--- src/rtl/uart_baud_cfg_ctrl.sv ---
// Baud divisor/fraction update sequencer: quiesces TX/RX, waits for a tick boundary,
// loads the new configuration and pulses a synchronous restart to the baud generator.
module uart_baud_cfg_ctrl #(
    parameter bit          BAUD_VAL_FRCTN_EN = 1'b0,
    parameter logic [12:0] RST_BAUD_VAL      = 13'd0,
    parameter logic [15:0] DRAIN_TIMEOUT     = 16'd4095
) (
    input  logic        CLK,
    input  logic        RESET,
    input  logic        cfg_wr,
    input  logic [12:0] cfg_baud_val,
    input  logic [2:0]  cfg_frac,
    input  logic        tx_busy,
    input  logic        rx_busy,
    input  logic        baud_tick,
    output logic        quiesce_req,
    output logic        cfg_busy,
    output logic        cfg_done,
    output logic        cfg_err,
    output logic        gen_rst,
    output logic [12:0] baud_val_out,
    output logic [2:0]  frac_out
);

    typedef enum logic [2:0] {
        IDLE,
        DRAIN,
        WAIT_TICK,
        APPLY,
        RESTART1,
        RESTART2
    } state_t;

    state_t      state_q;
    logic [12:0] pend_val_q;
    logic [2:0]  pend_frac_q;
    logic [15:0] timer_q;
    logic        idle_seen_q;
    logic        quiesce_q;
    logic        busy_q;
    logic        done_q;
    logic        err_q;
    logic        gen_rst_q;
    logic [12:0] baud_val_q;
    logic [2:0]  frac_q;

    logic [15:0] timer_inc;
    logic        timeout_hit;
    logic        engines_busy;

    assign timer_inc    = timer_q + 16'd1;
    assign timeout_hit  = (timer_inc == DRAIN_TIMEOUT);
    assign engines_busy = tx_busy | rx_busy;

    always_ff @(posedge CLK or posedge RESET) begin
        if (RESET) begin
            state_q     <= IDLE;
            pend_val_q  <= 13'd0;
            pend_frac_q <= 3'd0;
            timer_q     <= 16'd0;
            idle_seen_q <= 1'b0;
            quiesce_q   <= 1'b0;
            busy_q      <= 1'b0;
            done_q      <= 1'b0;
            err_q       <= 1'b0;
            gen_rst_q   <= 1'b0;
            baud_val_q  <= RST_BAUD_VAL;
            frac_q      <= 3'd0;
        end else begin
            done_q    <= 1'b0;
            err_q     <= 1'b0;
            gen_rst_q <= 1'b0;

            case (state_q)
                IDLE: begin
                    if (cfg_wr) begin
                        pend_val_q  <= cfg_baud_val;
                        pend_frac_q <= cfg_frac;
                        timer_q     <= 16'd0;
                        idle_seen_q <= 1'b0;
                        busy_q      <= 1'b1;
                        quiesce_q   <= 1'b1;
                        state_q     <= DRAIN;
                    end
                end
                DRAIN: begin
                    timer_q <= timer_inc;
                    if (timeout_hit) begin
                        err_q       <= 1'b1;
                        busy_q      <= 1'b0;
                        quiesce_q   <= 1'b0;
                        pend_val_q  <= 13'd0;
                        pend_frac_q <= 3'd0;
                        state_q     <= IDLE;
                    end else if (engines_busy) begin
                        idle_seen_q <= 1'b0;
                    end else if (idle_seen_q) begin
                        state_q <= WAIT_TICK;
                    end else begin
                        idle_seen_q <= 1'b1;
                    end
                end
                WAIT_TICK: begin
                    timer_q <= timer_inc;
                    // A tick on the last allowed cycle still wins over the abort.
                    if (baud_tick) begin
                        baud_val_q <= pend_val_q;
                        frac_q     <= BAUD_VAL_FRCTN_EN ? pend_frac_q : 3'd0;
                        gen_rst_q  <= 1'b1;
                        state_q    <= APPLY;
                    end else if (timeout_hit) begin
                        err_q       <= 1'b1;
                        busy_q      <= 1'b0;
                        quiesce_q   <= 1'b0;
                        pend_val_q  <= 13'd0;
                        pend_frac_q <= 3'd0;
                        state_q     <= IDLE;
                    end
                end
                APPLY: begin
                    state_q <= RESTART1;
                end
                RESTART1: begin
                    state_q <= RESTART2;
                end
                RESTART2: begin
                    done_q    <= 1'b1;
                    busy_q    <= 1'b0;
                    quiesce_q <= 1'b0;
                    state_q   <= IDLE;
                end
                default: begin
                    state_q <= IDLE;
                end
            endcase

            // Requests arriving while a sequence is in flight are refused.
            if (cfg_wr && (state_q != IDLE)) begin
                err_q <= 1'b1;
            end
        end
    end

    assign quiesce_req  = quiesce_q;
    assign cfg_busy     = busy_q;
    assign cfg_done     = done_q;
    assign cfg_err      = err_q;
    assign gen_rst      = gen_rst_q;
    assign baud_val_out = baud_val_q;
    assign frac_out     = frac_q;

endmodule

--- config.mk ---
export PLATFORM = sky130hd
export DESIGN_NAME = uart_baud_cfg_ctrl
export DESIGN_NICKNAME = d
export VERILOG_FILES = /design/src/rtl/uart_baud_cfg_ctrl.sv
export SDC_FILE = /design/constraint.sdc
export NUM_CORES = 1
export LEC_CHECK = 0
export CAP_MARGIN = 10
export CORE_MARGIN = 2
export CORE_UTILIZATION = 48
export DETAILED_ROUTE_END_ITERATION = 16
export PLACE_DENSITY = 0.77
export SLEW_MARGIN = 25
export SYNTH_ARGS = -nofsm -noshare
export SYNTH_HDL_FRONTEND = slang
export SYNTH_SLANG_ARGS = --single-unit
--- constraint.sdc ---
create_clock -name CLK -period 2.5 [get_ports CLK]
set_clock_uncertainty 0.2 [all_clocks]
set_input_delay 0.25 -clock CLK [delete_from_list [all_inputs] [get_ports CLK]]
set_output_delay 0.25 -clock CLK [all_outputs]
set_load 0.05 [all_outputs]
==> results of run 1 <==
-- placed cells by master, fill, tap and decap left out, types with 3 or more instances in the layout --
| cell type | netlist | final |
|---|---|---|
| a21oi_1 | 9 | 9 |
| a31oi_1 | 3 | 3 |
| and3_1 | 4 | 4 |
| buf_4 | 5 | 10 |
| clkbuf_8 | 2 | 5 |
| clkdlybuf4s50_1 | 0 | 36 |
| conb_1 | 1 | 3 |
| dfrtp_1 | 50 | 50 |
| inv_1 | 5 | 4 |
| mux2_2 | 13 | 13 |
| mux2i_1 | 14 | 14 |
| nand2_1 | 23 | 23 |
| nand3_1 | 3 | 3 |
| nand4_1 | 3 | 3 |
| nor2_1 | 28 | 28 |
| nor2b_1 | 3 | 3 |
| nor3_2 | 2 | 3 |
| o21ai_0 | 25 | 25 |
| o31ai_1 | 7 | 7 |
-- critical path, stage by stage, from the launching register on --
cell,delay (ns)
dfrtp_1,0.36
ha_1,0.23
nand3_1,0.22
nor3_2,0.23
xor2_1,0.33
o2111ai_4,0.23
nand3_4,0.13
mux2_4,0.30
-- flip-flops by register name, indices dropped and copies added, names as in the netlist --
name / count
gen_rst: 1
idle_seen_q: 1
pend_val_q: 13
state_q: 3
baud_val_out: 13
timer_q: 16
quiesce_req: 1
cfg_done: 1
cfg_err: 1
-- area by class of cell --
| type | instances | area (sq um) |
|---|---|---|
| Tap cell | 70 | 87.6 |
| Clock buffer | 6 | 72.6 |
| Fill cell | 413 | 2010 |
| Timing Repair Buffer | 48 | 475 |
| Multi-Input combinational cell | 180 | 1220 |
| Inverter | 5 | 18.8 |
| Clock inverter | 2 | 37.5 |
| Sequential cell | 50 | 1250 |
-- cells in the mapped netlist, types with 2 or more instances --
| cell type | number |
|---|---|
| nand2b_1 | 2 |
| nor3_1 | 3 |
| nand4_1 | 3 |
| and2_1 | 2 |
| clkbuf_1 | 2 |
| o21ai_0 | 25 |
| nand2_1 | 23 |
| a21oi_1 | 9 |
| clkbuf_8 | 2 |
| dfrtp_1 | 50 |
| nor2b_1 | 3 |
| nor2_1 | 28 |
| nand3_1 | 3 |
| ha_1 | 2 |
| buf_2 | 2 |
| mux2i_1 | 14 |
| inv_1 | 5 |
| o211ai_1 | 2 |
| nand3b_1 | 2 |
| buf_4 | 5 |
| nor3_2 | 2 |
| buf_6 | 4 |
| or3_1 | 2 |
| mux2_2 | 13 |
| a21o_1 | 2 |
| a31oi_1 | 3 |
| o22a_1 | 2 |
| o31ai_1 | 7 |
| and3_1 | 4 |
-- where the power goes --
part / total, mW / switching [mW] / internal (mW)
clock network: 0.565 / 0.266 / 0.299
logic: 1.54 / 0.933 / 0.602
registers: 1.23 / 0.168 / 1.06
total: 3.33 / 1.37 / 1.96
-- metrics by stage --
step	instance area [sq um]	hold WS, ns	util (%)	instances
6_report	3160	0.00393	61.2	361
5_1_grt	3160	0.00732	61.2	361
4_1_cts	3160	0.00623	61.2	361
3_5_place_dp	3050	0.285	59.0	353
3_3_place_gp	3050	0.267	59.0	353
2_1_floorplan	2600	0.176	-	250
-- metal layers --
layer	vias to the layer above	share of wire (%)	wire length (um)
met1	986	46	2450
met4	0	1.5	78
met3	8	3.0	157
li1	963	-	-
met2	33	50	2630
met5	-	0	0
-- kinds of logic after synthesis --
group / share of synthesized area, %
AND/OR/NAND/NOR: 17.8
AO/OA/AOI/OAI: 15.3
flip-flops: 48.2
multiplexers: 11.6
buffers and inverters: 5.64
adder cells (fa/ha/maj): 0.964
other: 0.144
XOR/XNOR: 0.337
-- how the worst min path moves through the flow --
stage / from / endpoint / slack (ns)
2_1_floorplan: cfg_wr / cfg_err$_DFF_PP0_ / 0.18
3_3_place_gp: timer_q[11]$_DFFE_PP0P_ / timer_q[11]$_DFFE_PP0P_ / 0.27
3_5_place_dp: timer_q[11]$_DFFE_PP0P_ / timer_q[11]$_DFFE_PP0P_ / 0.28
4_1_cts: RESET / pend_val_q[7]$_DFFE_PP0P_ / 0.006
5_1_grt: RESET / baud_val_out[8]$_DFFE_PP0P_ / 0.007
6_report: RESET / baud_val_out[7]$_DFFE_PP0P_ / 0.004
==> results.toml, run 1 <==
[clock_network]
path_clk_slew_ns = 0.09
h-tree-depth = 2
clock-sinks = 50
cts_buffers = 5
post_cts_buffers = 0
hold_buffers = 0
clockBufferDepth = 2
cts-resized-gates = 0
worstSkewPairLatency_ns = 0.30
cts_tree = "yes"
root_buffer = "clkbuf_8"

[worst_setup_path]
crit_type = "reg2reg"
critPathLaunchType = "flip-flop"
reg2reg_from = "timer_q[0]$_DFFE_PP0P_"
path_max_fanout = 5
r2r_cells = 7
critPathLaunch = "timer_q[0]$_DFFE_PP0P_"
critPathRequiredTime_ns = 2.49
crit_arrival_ns = 2.34
end_kind = "flip-flop"
r2r_setup_slack_ns = 0.16
cp-endpoint = "idle_seen_q$_DFFE_PP0P_"
r2r-end = "idle_seen_q$_DFFE_PP0P_"

[routing]
wire_per_inst_um = 14.7
drc = 0
via_per_inst = 5.51
drt_iter0_markers = 99
drt_first_pass_iters = 4
vias = 1990
routed_wl_um = 5310
antenna_left = 0

[placement]
pre_cts_ws_ns = 0.202
routabilityCongestion = 0.793
port_buffers = 36
dp_hpwl_um = 3650

[synth]
syn_avg_cell_area_sq_um = 10.5
ys_seq_elements = 50
synth_edf_count = 0
async_flop_share_pct = 100
synth_cell_type_count = 51
ys_warn_count = 0
ys.flop_type = "dfrtp_1"
syn_area_sq_um = 2600
syn_inst = 248
synth_area_leaders = "dfrtp_1 (48%), mux2_2 (5.6%), mux2i_1 (5.4%)"
synth_top_area_share_pct = 48.2
yosysSeqAreaShare_pct = 48.2
yosysTopAreaCell = "dfrtp_1"

[global_route]
grt_max_degree = 40
grt_use_met1_pct = 24.5
grt_use_met3_pct = 3.49
antenna_found_initial = 0
met2_usage_pct = 31.4
busiest_layer = "met2"
grt_pass1_vias = 1960
overflow = 0
grt_first_pass_wirelength_um = 9110
gr-usage-all-layers_pct = 18.8

[sta]
finalSetupTns_ns = 0
min_period_ns = 2.34
max-slew-margin-rel_pct = 57.3
setup_ws_ns = 0.155
fmax_mhz = 427
slew_viol_final = 0
hold_violations = 0
setup_viol = 0
finalCritPeriodShare_pct = 93.8
tightest_slew_ns = 0.640
rsz0062_at_grt = "false"

[floorplanning]
rows = 26
dieWidth_um = 77.5
core_area_sq_um = 5170
chipHeight_um = 77.5
floorplan.initialDensity_pct = 50.2
ios = 43
die_area_sq_um = 6010

[cells_and_area]
syn2layout_area_growth_pct = 21.8
final_nets = 314
drive_above_1_share_pct = 16.5
diodes = 0

[outcome]
status = "finished, final reports clean"

[power_and_ir_drop]
p_per_area_nw_per_um2 = 1050
ir_drop_mv = 0.576
power_mw = 3.33
p_leak_nw = 1.34

[worst_hold_path]
hold_class = "in2async"

[flow_run]
max-cap-violations = 0
Note: power is estimated with default switching activity, not from simulation.
==> inputs of run 2 (changes only) <==
--- a/config.mk
+++ b/config.mk
@@ -5,11 +5,14 @@
 export SDC_FILE = /design/constraint.sdc
 export NUM_CORES = 1
 export LEC_CHECK = 0
+export ABC_AREA = 1
 export CAP_MARGIN = 10
 export CORE_MARGIN = 2
 export CORE_UTILIZATION = 48
+export CTS_CLUSTER_DIAMETER = 40
 export DETAILED_ROUTE_END_ITERATION = 16
 export PLACE_DENSITY = 0.77
+export REMOVE_ABC_BUFFERS = 1
 export SLEW_MARGIN = 25
 export SYNTH_ARGS = -nofsm -noshare
 export SYNTH_HDL_FRONTEND = slang
==> run 2 against run 1 <==
Die area is 3.0% lower. Worst hold slack better by 0.055 ns. Highest routed layer unchanged. Global-route usage is 1.7 points higher. Count of clock-buffer cells in the layout stayed put. Cell count is 24% higher. Area after synthesis is 3.1% lower. Synthesized cell count is 35% higher. Sequential share of layout area is 1.1 points higher. Largest cell class unchanged. Non-clock buffer count is 5 lower.
==> results.toml, run 2 <==
[outcome]
status = "finished, final reports clean"

[worst_setup_path]
r2r-end = "pend_val_q[3]$_DFFE_PP0P_"
critPathLaunchType = "flip-flop"
cp_common_cell = "nand2_1"
crit_type = "reg2reg"
r2r_setup_slack_ns = 0.19
critPathRequiredTime_ns = 2.50
cpLargestDelayFamily = "simple AND/OR/NAND/NOR gates"
reg2reg_from = "timer_q[1]$_DFFE_PP0P_"
worstPathCellList = "ha_2, nand3_1, o21ai_0, nand2_1, nor2_1, nand2_1, nor2_2, nand3_1, nand2_1, nand2_4, nand2_1, nand2_1"
path_max_fanout = 13
end_kind = "flip-flop"
slowest_stage = "dfrtp_1"
critPathBufInv = 0
crit_arrival_ns = 2.31
r2r_cells = 12
critPathMaxStageDelay_ns = 0.43

[cells_and_area]
final_common_cell = "nand2_1"
diodes = 0
final_nets = 399
largest_register_ff_count = 16
n_fill_cell = 462
syn2layout_area_growth_pct = 22.4
top_register = "timer_q"
final_cell_mix = "nand2_1 (134), dfrtp_1 (50), clkdlybuf4s50_1 (36)"
final_util_pct = 60.7
drive_above_1_share_pct = 7.98
instances_no_fill = 446

[clock_network]
worstSkewPairLatency_ns = 0.30
cts_tree = "yes"
h-tree-depth = 2
clockBufferDepth = 2
path_clk_slew_ns = 0.09
cts_buffers = 5
hold_buffers = 0
root_buffer = "clkbuf_8"
clock-sinks = 50

[synth]
ys_warn_count = 0
synth_top_area_share_pct = 49.8
yosysSeqAreaShare_pct = 49.8
synth_edf_count = 0
syn_avg_cell_area_sq_um = 7.51
syn_area_sq_um = 2510
ys.flop_type = "dfrtp_1"
yosysMostFrequentCell = "nand2_1"
async_flop_share_pct = 100
synth_area_leaders = "dfrtp_1 (50%), nand2_1 (20%), inv_1 (4.8%)"
ys_seq_elements = 50
synth_common_cells = "nand2_1 (134), dfrtp_1 (50), inv_1 (32)"
syn_inst = 335
yosysTopAreaCell = "dfrtp_1"
synth_cell_type_count = 24

[sta]
tightest_slew_ns = 0.570
min_period_ns = 2.31
setup_viol = 0
slew_viol_final = 0
max-slew-margin-rel_pct = 61.9
hold_violations = 0
finalCritPeriodShare_pct = 92.6
fmax_mhz = 432

[floorplanning]
floorplan.initialDensity_pct = 49.6
chipHeight_um = 76.4
dieWidth_um = 76.4
ios = 43
die_area_sq_um = 5830
rows = 26
core_area_sq_um = 5070

[global_route]
antenna_found_initial = 0
grt_pass1_vias = 2143
grt_max_degree = 28
grt_first_pass_wirelength_um = 9660
overflow = 0
gr-usage-all-layers_pct = 20.5

[power_and_ir_drop]
ir_drop_mv = 0.858
power_mw = 3.61
p_leak_nw = 1.46
p_per_area_nw_per_um2 = 1170

[routing]
via_per_inst = 5.08
routed_wl_um = 5490
drc = 0
drt_iter0_markers = 200
wire_per_inst_um = 12.3
drt_first_pass_iters = 4
antenna_left = 0
vias = 2264

[placement]
dp_hpwl_um = 3950
port_buffers = 36
dpl.cell_count = 437
routabilityCongestion = 0.921

[flow_run]
max-cap-violations = 0

[worst_hold_path]
hold_class = "in2async"
-- run 2: cell types whose count changed after synthesis, moves of 6 or more --
| cell | delta |
|---|---|
| a21oi_1 | -6 |
| mux2i_1 | -14 |
| o22ai_1 | +11 |
| o31ai_1 | -7 |
| o21ai_0 | -20 |
| nand4_1 | +16 |
| inv_1 | +27 |
| mux2_2 | -13 |
| nand3_1 | +16 |
| nand2_1 | +111 |
-- run 2: report_power, final --
| group | switching [mW] | leakage [nW] | internal, mW |
|---|---|---|---|
| combinational | 1.17 | 0.752 | 0.546 |
| sequential | 0.218 | 0.660 | 1.11 |
| clock | 0.269 | 0.0514 | 0.299 |
| total | 1.66 | 1.46 | 1.95 |
-- run 2: layout make-up --
| type | count | area (sq um) | share of cell area (%) |
|---|---|---|---|
| Sequential cell | 50 | 1250 | 40.6 |
| Timing Repair Buffer | 43 | 413 | 13.4 |
| Multi-Input combinational cell | 239 | 1080 | 35.1 |
| Clock inverter | 2 | 37.5 | 1.22 |
| Inverter | 36 | 135 | 4.39 |
| Tap cell | 70 | 87.6 | 2.84 |
| Clock buffer | 6 | 72.6 | 2.36 |
-- run 2: routing by layer --
layer	vias up	GRT usage, %	wire length (um)
met5	-	0	0
li1	1140	-	-
met1	1055	27.3	2560
met4	0	7.45	80
met2	62	33.8	2660
met3	7	3.44	196
-- run 2: worst max path at each step --
stage | from | to | slack, ns | cells past startpoint
after floorplan | state_q[2]$_DFFE_PP0P_ | pend_val_q[0]$_DFFE_PP0P_ | 0.25 | 11
after global placement | timer_q[0]$_DFFE_PP0P_ | pend_val_q[5]$_DFFE_PP0P_ | 0.17 | 14
after detailed placement | timer_q[1]$_DFFE_PP0P_ | pend_val_q[10]$_DFFE_PP0P_ | 0.11 | 14
after CTS | timer_q[1]$_DFFE_PP0P_ | pend_val_q[10]$_DFFE_PP0P_ | 0.10 | 14
after global routing | timer_q[1]$_DFFE_PP0P_ | state_q[1]$_DFFE_PP0P_ | -0.009 | 14
final | timer_q[1]$_DFFE_PP0P_ | pend_val_q[3]$_DFFE_PP0P_ | 0.19 | 12
-- run 2: cells by family (layout without fill, tap and decap cells) --
family | count (synthesis) | in the layout | share of synthesized area, %
buffers and inverters | 48 | 87 | 8.11
adders and majority gates | 2 | 2 | 0.995
other | 1 | 3 | 0.149
AOI/OAI and AO/OA | 22 | 22 | 5.07
DFF | 50 | 50 | 49.8
and+or+nand+nor | 212 | 212 | 35.9
-- run 2: through the flow --
step	instance area (sq um)	TNS, ns	hold slack, ns	setup WS (ns)
floorplan	2450	0	0.167	0.246
global placement	2950	0	0.253	0.175
detailed placement	2950	0	0.258	0.114
CTS	3060	0	0.0713	0.102
global route	3080	-0.00910	0.102	-0.00899
finish	3080	0	0.0586	0.186
-- run 2: worst reg2reg max path, cell delays in order (launching register included) --
cell	delay, ns
dfrtp_1	0.43
ha_2	0.27
nand3_1	0.16
o21ai_0	0.20
nand2_1	0.09
nor2_1	0.14
nand2_1	0.08
nor2_2	0.16
nand3_1	0.09
nand2_1	0.11
nand2_4	0.12
nand2_1	0.10
nand2_1	0.05
-- run 2: what timing repair did --
action	CTS	global route
buffers inserted	0	1
gates resized for setup	0	4
setup endpoints to repair	0	17
==> inputs of run 3 (changes only) <==
==> constraint.sdc (replaced) <==
create_clock -name CLK -period 2.5 [get_ports CLK]
set_clock_uncertainty 0.2 [all_clocks]
set_input_delay 0.5 -clock CLK [delete_from_list [all_inputs] [get_ports CLK]]
set_output_delay 0.5 -clock CLK [all_outputs]
set_load 0.05 [all_outputs]
==> run 3 against run 2 <==
Power is 3.4% higher. Core utilization is 0.54 points higher. Sequential cell count stayed put. Cell count stayed put. Sequential share of layout area is 0.28 points lower. Via count is 0.40% higher. Setup slack better by 0.00095 ns. Critical path type unchanged. Largest cell class unchanged. Largest power group unchanged.
==> results.toml, run 3 (same netlist as run 2, synthesis figures left out) <==
[power_and_ir_drop]
ir_drop_mv = 1.08
p_per_area_nw_per_um2 = 1200
p_leak_nw = 1.48

[cells_and_area]
top_register = "timer_q"
syn2layout_area_growth_pct = 23.5
final_nets = 399
drive_above_1_share_pct = 8.51
final_common_cell = "nand2_1"
largest_register_ff_count = 16
diodes = 0
final_util_pct = 61.2
instances_no_fill = 446
final_cell_mix = "nand2_1 (134), dfrtp_1 (48), clkdlybuf4s50_1 (36)"

[worst_setup_path]
slowest_stage = "dfrtp_2"
critPathLaunchType = "flip-flop"
path_max_fanout = 13
end_kind = "flip-flop"
crit_type = "reg2reg"
critPathRequiredTime_ns = 2.49
worstPathCellList = "ha_2, nand3_1, nor2_1, nand3_1, nand2_1, nand2_1, inv_1, nand2_1, nor2_2, nand3_1, nand2_1, nand2_2, nand2_1, nand2_1"
cp_common_cell = "nand2_1"
critPathMaxStageDelay_ns = 0.42
crit_arrival_ns = 2.31

[global_route]
grt_max_degree = 28
overflow = 0
antenna_found_initial = 0
gr-usage-all-layers_pct = 20.8
grt_pass1_vias = 2195
grt_first_pass_wirelength_um = 9970

[routing]
vias = 2273
m1WireLength_um = 2590
top_layer = "met4"
drt_iter0_markers = 200
routed_wl_um = 5550
routed-wl-met2_um = 2610
wire_per_inst_um = 12.4
drt_first_pass_iters = 4
drc = 0
route.met3.wl_um = 272
via_per_inst = 5.10
antenna_left = 0

[floorplanning]
chipHeight_um = 76.4
die_area_sq_um = 5830
core_area_sq_um = 5070
floorplan.initialDensity_pct = 49.6
dieWidth_um = 76.4
ios = 43
rows = 26

[clock_network]
cts_buffers = 5
h-tree-depth = 2
root_buffer = "clkbuf_8"
cts_tree = "yes"
path_clk_slew_ns = 0.09
post_cts_buffers = 0
clockBufferDepth = 2
clock-sinks = 50
worstSkewPairLatency_ns = 0.30

[sta]
hold_violations = 0
finalCritPeriodShare_pct = 92.5
finalSetupTns_ns = 0
fin_hold_ws_ns = 0.275
tightest_slew_ns = 0.547
fmax_mhz = 432
setup_ws_ns = 0.187
rsz0062_at_grt = "false"
slew_viol_final = 0
setup_viol = 0
min_period_ns = 2.31
max-slew-margin-rel_pct = 63.4

[placement]
pre_cts_ws_ns = 0.101
dpl.cell_count = 438
port_buffers = 36
dp_hpwl_um = 3950
routabilityCongestion = 0.960

[outcome]
status = "finished, final reports clean"

[flow_run]
max-cap-violations = 0

[worst_hold_path]
hold_class = "reg2reg"
==> run 3: changes by cell type in the layout (fill, tap and decap cells not counted), sizes merged <==
cell | previous run | this run
bufinv | 1 | 2
clkinvlp | 1 | 0
==> run 3: timing repair <==
action / in CTS / in global routing
hold buffers: 0 / 0
resized for setup: 0 / 4
setup endpoints to repair: 0 / 16
==> run 3: per-stage QoR <==
step / cell area, sq um / total power [mW]
2_1_floorplan: 2450 / 2.48
3_3_place_gp: 2950 / 2.99
3_5_place_dp: 2950 / 3.04
4_1_cts: 3100 / 3.73
5_1_grt: 3110 / 4.02
6_report: 3110 / 3.74
==> run 3: worst paths after layout <==
path | cells after the start | endpoint | start | slack (ns)
setup / recovery | 14 | pend_val_q[0]$_DFFE_PP0P_ | timer_q[1]$_DFFE_PP0P_ | 0.19
hold / removal | 2 | baud_val_out[1]$_DFFE_PP0P_ | baud_val_out[1]$_DFFE_PP0P_ | 0.28
setup reg to reg | 14 | pend_val_q[0]$_DFFE_PP0P_ | timer_q[1]$_DFFE_PP0P_ | 0.19
hold reg to reg | 2 | baud_val_out[1]$_DFFE_PP0P_ | baud_val_out[1]$_DFFE_PP0P_ | 0.28
max in group asynchronous | 3 | pend_val_q[4]$_DFFE_PP0P_ | RESET | 1.15
min in group asynchronous | 2 | gen_rst$_DFF_PP0_ | RESET | 0.33
==> run 3: power by group <==
group	switching, mW	total, mW	internal [mW]	leakage (nW)
combinational	1.17	1.71	0.536	0.748
clock	0.267	0.694	0.427	0.0714
sequential	0.221	1.33	1.11	0.657
==> run 3: routing by layer <==
layer  global-route usage, %  vias up
met5                       0        -
met4                    5.82        0
met3                    3.79        9
met2                    34.1       64
met1                    28.7     1060
li1                        -     1140
==> run 3: cell type report <==
class / instances / area [sq um]
Timing Repair Buffer: 43 / 413
Clock buffer: 6 / 82.6
Tap cell: 70 / 87.6
Sequential cell: 50 / 1250
Inverter: 36 / 135
Clock inverter: 2 / 60.1
Fill cell: 472 / 1970
Multi-Input combinational cell: 239 / 1070
==> run 3: critical path, delay by kind of cell, from the launching register on <==
family	cells	cell delay [ns]
adder cells (fa/ha/maj)	1	0.24
buffers and inverters	1	0.06
flip-flops	1	0.42
AND/OR/NAND/NOR	12	1.28
